--- src/rtl/ir_frame_tx_param.sv ---
// IR remote frame transmitter: header, segment 1, connect gap, segment 2, stop mark.
// Takes one frame per IDLE visit (no queueing); ir_out is the carrier-gated envelope, one cycle behind env_out.
module ir_frame_tx_param #(
  parameter int CLK_HZ        = 100_000_000,
  parameter int CARRIER_HZ    = 38_000,
  parameter int SEG1_BITS     = 35,
  parameter int SEG2_BITS     = 32,
  parameter int MSB_FIRST     = 1,
  parameter int HDR_MARK_US   = 9000,
  parameter int HDR_SPACE_US  = 4500,
  parameter int BIT_MARK_US   = 750,
  parameter int ZERO_SPACE_US = 450,
  parameter int ONE_SPACE_US  = 1500,
  parameter int CONN_SPACE_US = 20000
) (
  input  logic                 clk,
  input  logic                 rst,
  input  logic                 frame_valid,
  output logic                 frame_ready,
  input  logic [SEG1_BITS-1:0] seg1_data,
  input  logic [SEG2_BITS-1:0] seg2_data,
  input  logic                 abort,
  output logic                 busy,
  output logic                 done,
  output logic                 env_out,
  output logic                 ir_out
);

  function automatic int imax(input int a, input int b);
    return (a > b) ? a : b;
  endfunction

  localparam int CPU        = CLK_HZ / 1_000_000;
  localparam int CARR_DIV   = CLK_HZ / CARRIER_HZ;
  localparam int HDR_M_CYC  = HDR_MARK_US * CPU;
  localparam int HDR_S_CYC  = HDR_SPACE_US * CPU;
  localparam int BIT_M_CYC  = BIT_MARK_US * CPU;
  localparam int ZERO_CYC   = ZERO_SPACE_US * CPU;
  localparam int ONE_CYC    = ONE_SPACE_US * CPU;
  localparam int CONN_CYC   = CONN_SPACE_US * CPU;
  localparam int MAX_CYC    = imax(imax(imax(HDR_M_CYC, HDR_S_CYC), imax(BIT_M_CYC, ZERO_CYC)),
                                   imax(ONE_CYC, CONN_CYC));
  localparam int CW         = $clog2(MAX_CYC + 1);
  localparam int BW         = $clog2(imax(SEG1_BITS, SEG2_BITS) + 1);
  localparam int KW         = $clog2(CARR_DIV + 1);

  typedef enum logic [2:0] {
    S_IDLE, S_HDR_MARK, S_HDR_SPACE, S_BIT_MARK, S_BIT_SPACE, S_CONN_MARK, S_CONN_SPACE, S_STOP_MARK
  } state_t;

  state_t               state_q, state_d;
  logic [CW-1:0]        cnt_q, cnt_d;
  logic [BW-1:0]        bit_cnt_q, bit_cnt_d;
  logic                 seg2_sel_q, seg2_sel_d;
  logic [SEG1_BITS-1:0] sr1_q, sr1_d;
  logic [SEG2_BITS-1:0] sr2_q, sr2_d;
  logic [KW-1:0]        car_q, car_d;
  logic                 frame_ready_q, frame_ready_d;
  logic                 done_q, done_d;
  logic                 ir_q, ir_d;
  logic                 cur_bit;

  always_ff @(posedge clk) begin
    if (!rst) begin
      state_q       <= S_IDLE;
      cnt_q         <= '0;
      bit_cnt_q     <= '0;
      seg2_sel_q    <= 1'b0;
      sr1_q         <= '0;
      sr2_q         <= '0;
      car_q         <= '0;
      frame_ready_q <= 1'b0;
      done_q        <= 1'b0;
      ir_q          <= 1'b0;
    end else begin
      state_q       <= state_d;
      cnt_q         <= cnt_d;
      bit_cnt_q     <= bit_cnt_d;
      seg2_sel_q    <= seg2_sel_d;
      sr1_q         <= sr1_d;
      sr2_q         <= sr2_d;
      car_q         <= car_d;
      frame_ready_q <= frame_ready_d;
      done_q        <= done_d;
      ir_q          <= ir_d;
    end
  end

  // The bit on air sits at the end of the shift register that is sent first.
  assign cur_bit = (MSB_FIRST != 0)
                 ? (seg2_sel_q ? sr2_q[SEG2_BITS-1] : sr1_q[SEG1_BITS-1])
                 : (seg2_sel_q ? sr2_q[0] : sr1_q[0]);

  always_comb begin
    state_d    = state_q;
    cnt_d      = cnt_q;
    bit_cnt_d  = bit_cnt_q;
    seg2_sel_d = seg2_sel_q;
    sr1_d      = sr1_q;
    sr2_d      = sr2_q;
    done_d     = 1'b0;
    if (state_q == S_IDLE) begin
      if (frame_valid && frame_ready_q && !abort) begin
        state_d    = S_HDR_MARK;
        cnt_d      = CW'(HDR_M_CYC - 1);
        sr1_d      = seg1_data;
        sr2_d      = seg2_data;
        bit_cnt_d  = BW'(SEG1_BITS - 1);
        seg2_sel_d = 1'b0;
      end
    end else if (abort) begin
      state_d = S_IDLE;
    end else if (cnt_q != '0) begin
      cnt_d = cnt_q - CW'(1);
    end else begin
      case (state_q)
        S_HDR_MARK:  begin state_d = S_HDR_SPACE; cnt_d = CW'(HDR_S_CYC - 1); end
        S_HDR_SPACE: begin state_d = S_BIT_MARK;  cnt_d = CW'(BIT_M_CYC - 1); end
        S_BIT_MARK: begin
          state_d = S_BIT_SPACE;
          cnt_d   = cur_bit ? CW'(ONE_CYC - 1) : CW'(ZERO_CYC - 1);
        end
        S_BIT_SPACE: begin
          cnt_d = CW'(BIT_M_CYC - 1);
          if (bit_cnt_q != '0) begin
            state_d   = S_BIT_MARK;
            bit_cnt_d = bit_cnt_q - BW'(1);
            if (seg2_sel_q) sr2_d = (MSB_FIRST != 0) ? (sr2_q << 1) : (sr2_q >> 1);
            else            sr1_d = (MSB_FIRST != 0) ? (sr1_q << 1) : (sr1_q >> 1);
          end else begin
            state_d = seg2_sel_q ? S_STOP_MARK : S_CONN_MARK;
          end
        end
        S_CONN_MARK:  begin state_d = S_CONN_SPACE; cnt_d = CW'(CONN_CYC - 1); end
        S_CONN_SPACE: begin
          state_d    = S_BIT_MARK;
          cnt_d      = CW'(BIT_M_CYC - 1);
          bit_cnt_d  = BW'(SEG2_BITS - 1);
          seg2_sel_d = 1'b1;
        end
        S_STOP_MARK: begin state_d = S_IDLE; done_d = 1'b1; end
        default:     state_d = S_IDLE;
      endcase
    end
  end

  always_comb begin
    env_out       = (state_q == S_HDR_MARK) || (state_q == S_BIT_MARK) ||
                    (state_q == S_CONN_MARK) || (state_q == S_STOP_MARK);
    busy          = (state_q != S_IDLE);
    frame_ready   = frame_ready_q;
    done          = done_q;
    ir_out        = ir_q;
    frame_ready_d = (state_d == S_IDLE);
    car_d         = (car_q == KW'(CARR_DIV - 1)) ? '0 : car_q + KW'(1);
    ir_d          = env_out && (car_q >= KW'(CARR_DIV / 2));
  end

endmodule

--- config.mk ---
export PLATFORM = sky130hd
export DESIGN_NAME = ir_frame_tx_param
export DESIGN_NICKNAME = d
export VERILOG_FILES = /design/src/rtl/ir_frame_tx_param.sv
export SDC_FILE = /design/constraint.sdc
export NUM_CORES = 1
export LEC_CHECK = 0
export BUFFER_PORTS_ARGS = -buffer_cell sky130_fd_sc_hd__buf_2
export CAP_MARGIN = 5
export CORE_ASPECT_RATIO = 1.25
export CORE_MARGIN = 1.5
export CORE_UTILIZATION = 53
export CTS_CLUSTER_SIZE = 24
export DETAILED_ROUTE_END_ITERATION = 10
export PLACE_DENSITY = 0.77
export SYNTH_ARGS = -nofsm -noshare
export SYNTH_HDL_FRONTEND = slang
export SYNTH_SLANG_ARGS = --single-unit
export TNS_END_PERCENT = 5
--- constraint.sdc ---
create_clock -name clk -period 2.3 [get_ports clk]
set_input_delay 0.115 -clock clk [delete_from_list [all_inputs] [get_ports clk]]
set_output_delay 0.115 -clock clk [all_outputs]
set_load 0.1 [all_outputs]
==> key figures, run 1 <==
Route
  – TritonRoute pass-1 iters: 5
  – Avg Vias per Cell: around 6.4
  – Vias: 6024
  – Drt initial violations: about 420
  – DRC: 0
  – Wire per inst: 19.11 microns
  – Total Wirelength: 17850 microns
  – Antenna viol nets, final: 0

Global routing
  – Pin count of the biggest net entering global routing: between 40 and 50
  – Grt ovf: 0
  – Initial antenna violation count: 0
  – Global Route Usage Sum: 0.2922
  – Global-route wire length before repair: 28210 microns
  – Vias in the first global route: 5923

Critical path
  – Setup CP Type: register to register
  – Critical Path AT: 2640 ps
  – Worst path max stage delay: 380 ps
  – Reg2Reg Depth: 9
  – Startpoint types: register
  – Crit-path leading delay family: simple AND/OR/NAND/NOR gates
  – CP Max Fanout: 9
  – Slowest stage cell on the critical path: or3_1
  – R2r startpoint: cnt_q[0]
  – R2R setup slack: -0.4 ps
  – CP Data Required Time: 2640 ps
  – CP Depth: 9
  – R2r endpoint: cnt_q[3]
  – WP buf/inv: 3
  – Worst path cell trace: inv_2 > ha_1 > nor4b_4 > buf_4 > and3_2 > buf_6 > a21oi_1 > or3_1 > a31oi_1
  – CP Capture Type: register

Placed design
  – Post-Place Cell Area: a little under 7000 sq um
  – DP HPWL: 11800 microns
  – GP Congestion: about 1
  – Post-place setup slack: -29.58 ps
  – Port bufs: 75

Die
  – Ports: 76
  – Core Rows: 43
  – Initial Utilization: 0.5424
  – Die height: 121.8 microns
  – Die area: 11940 sq um
  – Core box area: 11030 sq um
  – Die extent in x: 98.03 microns

Logic synthesis
  – Register bit total from synthesis: 113
  – Seq/Total Area, Yosys: 0.3782
  – Synthesized net count: 758
  – YS warnings: 0
  – Yosys cell types: 68
  – EDFF count, synth: 0
  – Cells after Synth: roughly 680
  – Cell Area, Synth: roughly 6000 sq um
  – Primary FF master, synth: dfxtp_1
  – Async SR Flop Fraction: 0
  – Syn Area/Cell: 8.771 sq um

CTS
  – Register clock-pin slew on the reported worst setup and hold paths: 60 ps
  – Clock Sinks: between 100 and 150
  – CTS Buf Count: 17
  – Clock root cell: clkbuf_16
  – TritonCTS clock tree: done
  – Clock buffer depth: 2
  – # H-tree levels: 4
  – Worst-Skew Late Latency: 420 ps

STA
  – Max Slew Vio Count: 0
  – Setup tns final: -0.4217 ps
  – FMAX: 434.7 MHz
  – RSZ-0062 raised after global routing: true
  – Fin crit period: 2300 ps
  – Clock skew: 8.245 ps
  – Final period util: 1.000
  – Final setup margin: -0.4217 ps
  – Final hold violations: 0
  – Relative slew slack: 0.5895
  – Actual slew at the worst max-slew pin: 614.9 ps
  – Final setup viols: 1

Worst hold path
  – Worst Hold Class: input pin to register
  – Hold worst-path end: sr1_q[21]
  – Hold path start: seg1_data[21]
  – Worst hold stages: 3

Finish
  – Final instance area: 7701 sq um
  – Fillers: 822
  – Commonest cells after routing, fill and taps aside: dfxtp_1, a21oi_1, buf_2
  – Final nets: 862
  – Most common cell after layout, fill and taps aside: dfxtp_1
  – Layout cells sized above 1: 0.2766
  – Ant diodes: 0
  – Multi-input gate area: 3545 sq um
  – Storage element area: 2263 sq um
  – Area Overhead vs Synth: 28.74%
  – Util after Layout: 0.6982

Power and ir drop
  – Peak VDD IR: 0.6305 mV
  – Power density over the cells: 831.9 nW/um^2
  – Leakage power: 0.003355 uW

Status
  – Status: finished with violations
  – Failing checks: setup timing

Flow run
  – Maximum capacitance violations: 0
## worst max path at each step
stage | start | to | slack, ps
floorplan | cnt_q[0] | cnt_q[20] | 90
global placement | cnt_q[0] | cnt_q[17] | 10
detailed placement | cnt_q[0] | cnt_q[17] | -30
CTS | cnt_q[0] | cnt_q[13] | -30
global route | cnt_q[0] | cnt_q[3] | -110
finish | cnt_q[0] | cnt_q[3] | -0.4
## metrics by stage
step | total power (uW) | instances | hold slack, ps
floorplan | 2808 | 682 | 265.4
global route | 6600 | 934 | 43.47
finish | 6406 | 934 | 39.03
CTS | 6330 | 925 | 39.15
global placement | 3166 | 891 | 387.2
detailed placement | 3192 | 891 | 380.9
## state kept, by name, indices dropped and copies added (netlist names)
register     flops
state_q          3
cnt_q           21
sr2_q           32
seg2_sel_q       1
car_q           12
ir_out           1
frame_ready      1
bit_cnt_q        6
done             1
sr1_q           35
## synthesized netlist by cell type (3+ instances only)
library cell  instances  area, sq um
inv_1                11        41.29
nor4_1                7        43.79
clkbuf_1             34        127.6
nand4_1               5        31.28
buf_2                25        125.1
o22ai_1               6        37.54
a32oi_1               3        26.28
and3_1                7        43.79
o221a_2               7        78.83
a31oi_1              10        62.56
or2_2                 4        25.02
nor3_1               20        100.1
o31ai_1               6        45.04
nand3_1              19        95.09
nand2_1              33        123.9
o31a_1                5        43.79
mux2i_1              67        670.6
a21o_1                5        37.54
dfxtp_1             113         2262
or4_1                 5        37.54
o21ai_0              18        90.09
and2_1                6        37.54
xor2_1                5        43.79
nor2_1               40        150.1
o2111ai_1             3        26.28
a21oi_1              84        420.4
ha_1                  5        62.56
xnor2_1               8        70.07
a211oi_1             70        525.5
## worst min-delay path, cell delays in order
cell and delay, ps:
buf_2 100, mux2i_1 120, a211oi_1 80
## final cells by class
cell class	count	share of cell area
clock buffer	17	0.05524
clock inverter	15	0.03607
inverter	12	0.006336
multi-input combinational	496	0.4603
sequential	113	0.2939
tap	135	0.02193
timing repair buffer	146	0.1262
## what timing repair did
item / in CTS / in global routing
cloned: 0 / 3
hold buffers: 2 / 0
setup buffers: 0 / 6
endpoints found under the setup margin: 3 / 82
hold endpoints to repair: 2 / 0
resized for setup: 2 / 35
pin swaps: 0 / 3
## report_power, final
part / switching (uW) / leakage (uW) / internal (uW)
Clock: 994 / 0.000335 / 2160
Sequential: 83.5 / 0.000921 / 2060
Combinational: 640 / 0.00210 / 475
Total: 1720 / 0.00335 / 4690
## cells by family (layout without fill, tap and decap cells)
kind of cell	after synthesis	in the layout	share of synthesized area
AO/OA/AOI/OAI	246	246	0.2809
AND/OR/NAND/NOR	165	165	0.1483
flip-flops	113	113	0.3782
buffers and inverters	73	190	0.05103
multiplexers	67	67	0.1121
XOR/XNOR	13	13	0.01903
adder cells (fa/ha/maj)	5	5	0.01046
## layer usage
metal  up-vias  global-route usage  routed length [microns]  part of all wire
met5         -                   0                        0                 0
met3        60             0.06081                     1201             0.067
met1      2870              0.3528                     6966              0.39
li1       2806                   -                        -                 -
met4         0              0.1348                      573             0.032
met2       288              0.4991                     9106              0.51
Power figures use the tool's default switching activity.
==> run 2, diff against run 1 <==
--- a/config.mk
+++ b/config.mk
@@ -5,7 +5,7 @@
 export SDC_FILE = /design/constraint.sdc
 export NUM_CORES = 1
 export LEC_CHECK = 0
-export BUFFER_PORTS_ARGS = -buffer_cell sky130_fd_sc_hd__buf_2
+export BUFFER_PORTS_ARGS = -buffer_cell sky130_fd_sc_hd__clkbuf_2
 export CAP_MARGIN = 5
 export CORE_ASPECT_RATIO = 1.25
 export CORE_MARGIN = 1.5
@@ -13,6 +13,7 @@
 export CTS_CLUSTER_SIZE = 24
 export DETAILED_ROUTE_END_ITERATION = 10
 export PLACE_DENSITY = 0.77
+export REMOVE_ABC_BUFFERS = 1
 export SYNTH_ARGS = -nofsm -noshare
 export SYNTH_HDL_FRONTEND = slang
 export SYNTH_SLANG_ARGS = --single-unit
==> key figures, run 2 (synthesis gave the netlist of run 1 again) <==
Critical path
  – CP Data Required Time: 2600 ps (-40 ps)
  – Critical Path AT: 2580 ps (-60 ps)
  – CP Max Fanout: 14 (+5)
  – Startpoint types: register
  – Crit-path leading delay family: compound AO/OA/AOI/OAI gates
  – Slowest stage cell on the critical path: o41ai_4
  – WP buf/inv: 3 (unchanged)
  – Worst path max stage delay: 350 ps (-30 ps)
  – Worst path cell trace: inv_2 > ha_4 > nor4b_4 > nand3_4 > o41ai_4 > buf_4 > buf_6 > a21oi_1 > a211oi_1
  – Setup CP Type: register to register
  – CP Capture Type: register

Finish
  – Multi-input gate area: 3517 sq um (-0.78%)
  – Ant diodes: 0 (unchanged)
  – Max reg flops: 35 (unchanged)
  – Layout cells sized above 1: 0.2718 (-0.004775)
  – Commonest cells after routing, fill and taps aside: dfxtp_1, a21oi_1, clkbuf_2
  – Final nets: 865 (+0.35%)
  – Storage element area: 2263 sq um (unchanged)
  – Biggest regs: sr1_q (35), sr2_q (32), cnt_q (21)
  – Fillers: 855 (+4.0%)
  – Area Overhead vs Synth: 28.51%
  – Most flop-heavy register: sr1_q
  – Most common cell after layout, fill and taps aside: dfxtp_1

Placed design
  – Port bufs: 75 (unchanged)
  – Post-place setup slack: 10.86 ps (+40.44 ps)
  – DP HPWL: 11880 microns (+0.67%)
  – GP Congestion: 0.9765 (-2.1%)

STA
  – Actual slew at the worst max-slew pin: 614.5 ps (-0.3964 ps)
  – FMAX: 438.5 MHz (+0.88%)
  – Final period util: 0.9914 (-0.008740)
  – RSZ-0062 raised after global routing: true
  – Clock skew: 7.237 ps (-1.008 ps)
  – Final hold violations: 0 (unchanged)
  – Final setup viols: 0 (-1)
  – Final setup margin: 19.68 ps (+20.10 ps)
  – Fin crit period: 2280 ps (-20.10 ps)
  – Max Slew Vio Count: 0 (unchanged)
  – Relative slew slack: 0.5903 (+0.0008620)

CTS
  – TritonCTS clock tree: done
  – CTS Buf Count: 17 (unchanged)
  – Clock root cell: clkbuf_16
  – Worst-Skew Late Latency: 410 ps (about the same)
  – Clock Sinks: 113 (unchanged)
  – Clock buffer depth: 2 (unchanged)
  – # H-tree levels: 4 (unchanged)
  – Register clock-pin slew on the reported worst setup and hold paths: 60 ps (about the same)

Global routing
  – Vias in the first global route: 5974 (+0.86%)
  – Pin count of the biggest net entering global routing: 57 (+27%)
  – Global Route Usage Sum: 0.2968 (+0.004577)
  – Initial antenna violation count: 0 (unchanged)
  – Global-route wire length before repair: 28610 microns (+1.4%)
  – Grt ovf: 0 (unchanged)

Status
  – Status: finished clean

Route
  – Drt initial violations: 411 (-0.96%)
  – Antenna viol nets, final: 0 (unchanged)
  – Total Wirelength: 18190 microns (+1.9%)
  – DRC: 0 (unchanged)
  – Vias: 6106 (+1.4%)
  – Avg Vias per Cell: 6.517 (+1.0%)
  – TritonRoute pass-1 iters: 5 (unchanged)
  – Wire per inst: 19.41 microns (+1.6%)

Die
  – Core box area: 11030 sq um (unchanged)
  – Die height: 121.8 microns (unchanged)
  – Die area: 11940 sq um (unchanged)
  – Core Rows: 43 (unchanged)
  – Die extent in x: 98.03 microns (unchanged)
  – Ports: 76 (unchanged)
  – Initial Utilization: 0.5424 (unchanged)

Worst hold path
  – Worst Hold Class: input pin to register

Power and ir drop
  – Power density over the cells: 800.9 nW/um^2 (-3.7%)
  – Leakage power: 0.003374 uW (+0.56%)
  – Peak VDD IR: 0.6351 mV (+0.73%)
  – Total chip power: 6157 uW (-3.9%)

Flow run
  – Maximum capacitance violations: 0 (unchanged)
==> run 2: changes by cell type in the layout (fill, tap and decap cells not counted), sizes merged <==
cell      delta
buf         -73
inv          -2
clkinvlp     -1
clkbuf      +78
clkinv       +3
bufinv       -2
==> run 2: final cells by class <==
class / instances / share of cell area
flip-flops and latches: 113 / 0.2944
well taps: 135 / 0.02197
inverters: 12 / 0.005859
clock buffers: 19 / 0.05632
multi-input cells: 496 / 0.4575
clock inverters: 13 / 0.02734
repair buffers: 149 / 0.1366
==> run 2: power by group <==
group,leakage [uW],total (uW),internal [uW],switching (uW)
clock,0.000308,2890,1930,968
combinational,0.00214,1130,485,642
sequential,0.000922,2140,2060,79.3
==> run 2: worst min-delay path: cells and delay by family <==
kind / cells / cell delay [ps]
multiplexers: 1 / 120
AO/OA/AOI/OAI: 1 / 80
buffers and inverters: 1 / 80
==> run 2: timing repair <==
| action | in CTS | in global routing |
|---|---|---|
| setup endpoints to repair | 15 | 83 |
| gates resized for setup | 1 | 22 |
| hold buffers | 2 | 0 |
| pin swaps | 1 | 4 |
| buffers inserted | 2 | 2 |
| cloned | 0 | 3 |
| hold endpoints to repair | 2 | 0 |
==> run 2: metal layers <==
metal / global-route usage / vias up / part of all wire
met4: 0.1714 / 0 / 0.042
met5: 0 / - / 0
met1: 0.3473 / 2957 / 0.40
met2: 0.4961 / 275 / 0.49
met3: 0.07172 / 67 / 0.060
li1: - / 2807 / -
==> run 2: worst paths after layout <==
| check | start | endpoint | slack, ps | depth (start not counted) |
|---|---|---|---|---|
| worst max register to register | cnt_q[0] | sr1_q[5] | 20 | 9 |
| worst max-delay path | cnt_q[0] | sr1_q[5] | 20 | 9 |
| worst min register to register | car_q[0] | car_q[0] | 460 | 1 |
| worst min-delay path | seg1_data[14] | sr1_q[14] | 30 | 3 |
==> run 2: per-stage QoR <==
stage          instances  TNS (ps)  hold slack, ps    util  area, sq um
2_1_floorplan        621   -731340           244.0       -         5722
3_3_place_gp         896         0           357.8  0.6218         6858
3_5_place_dp         896         0           376.6  0.6218         6858
4_1_cts              932         0           27.39  0.6836         7540
5_1_grt              937    -801.4           38.30  0.6970         7687
6_report             937         0           34.27  0.6970         7687
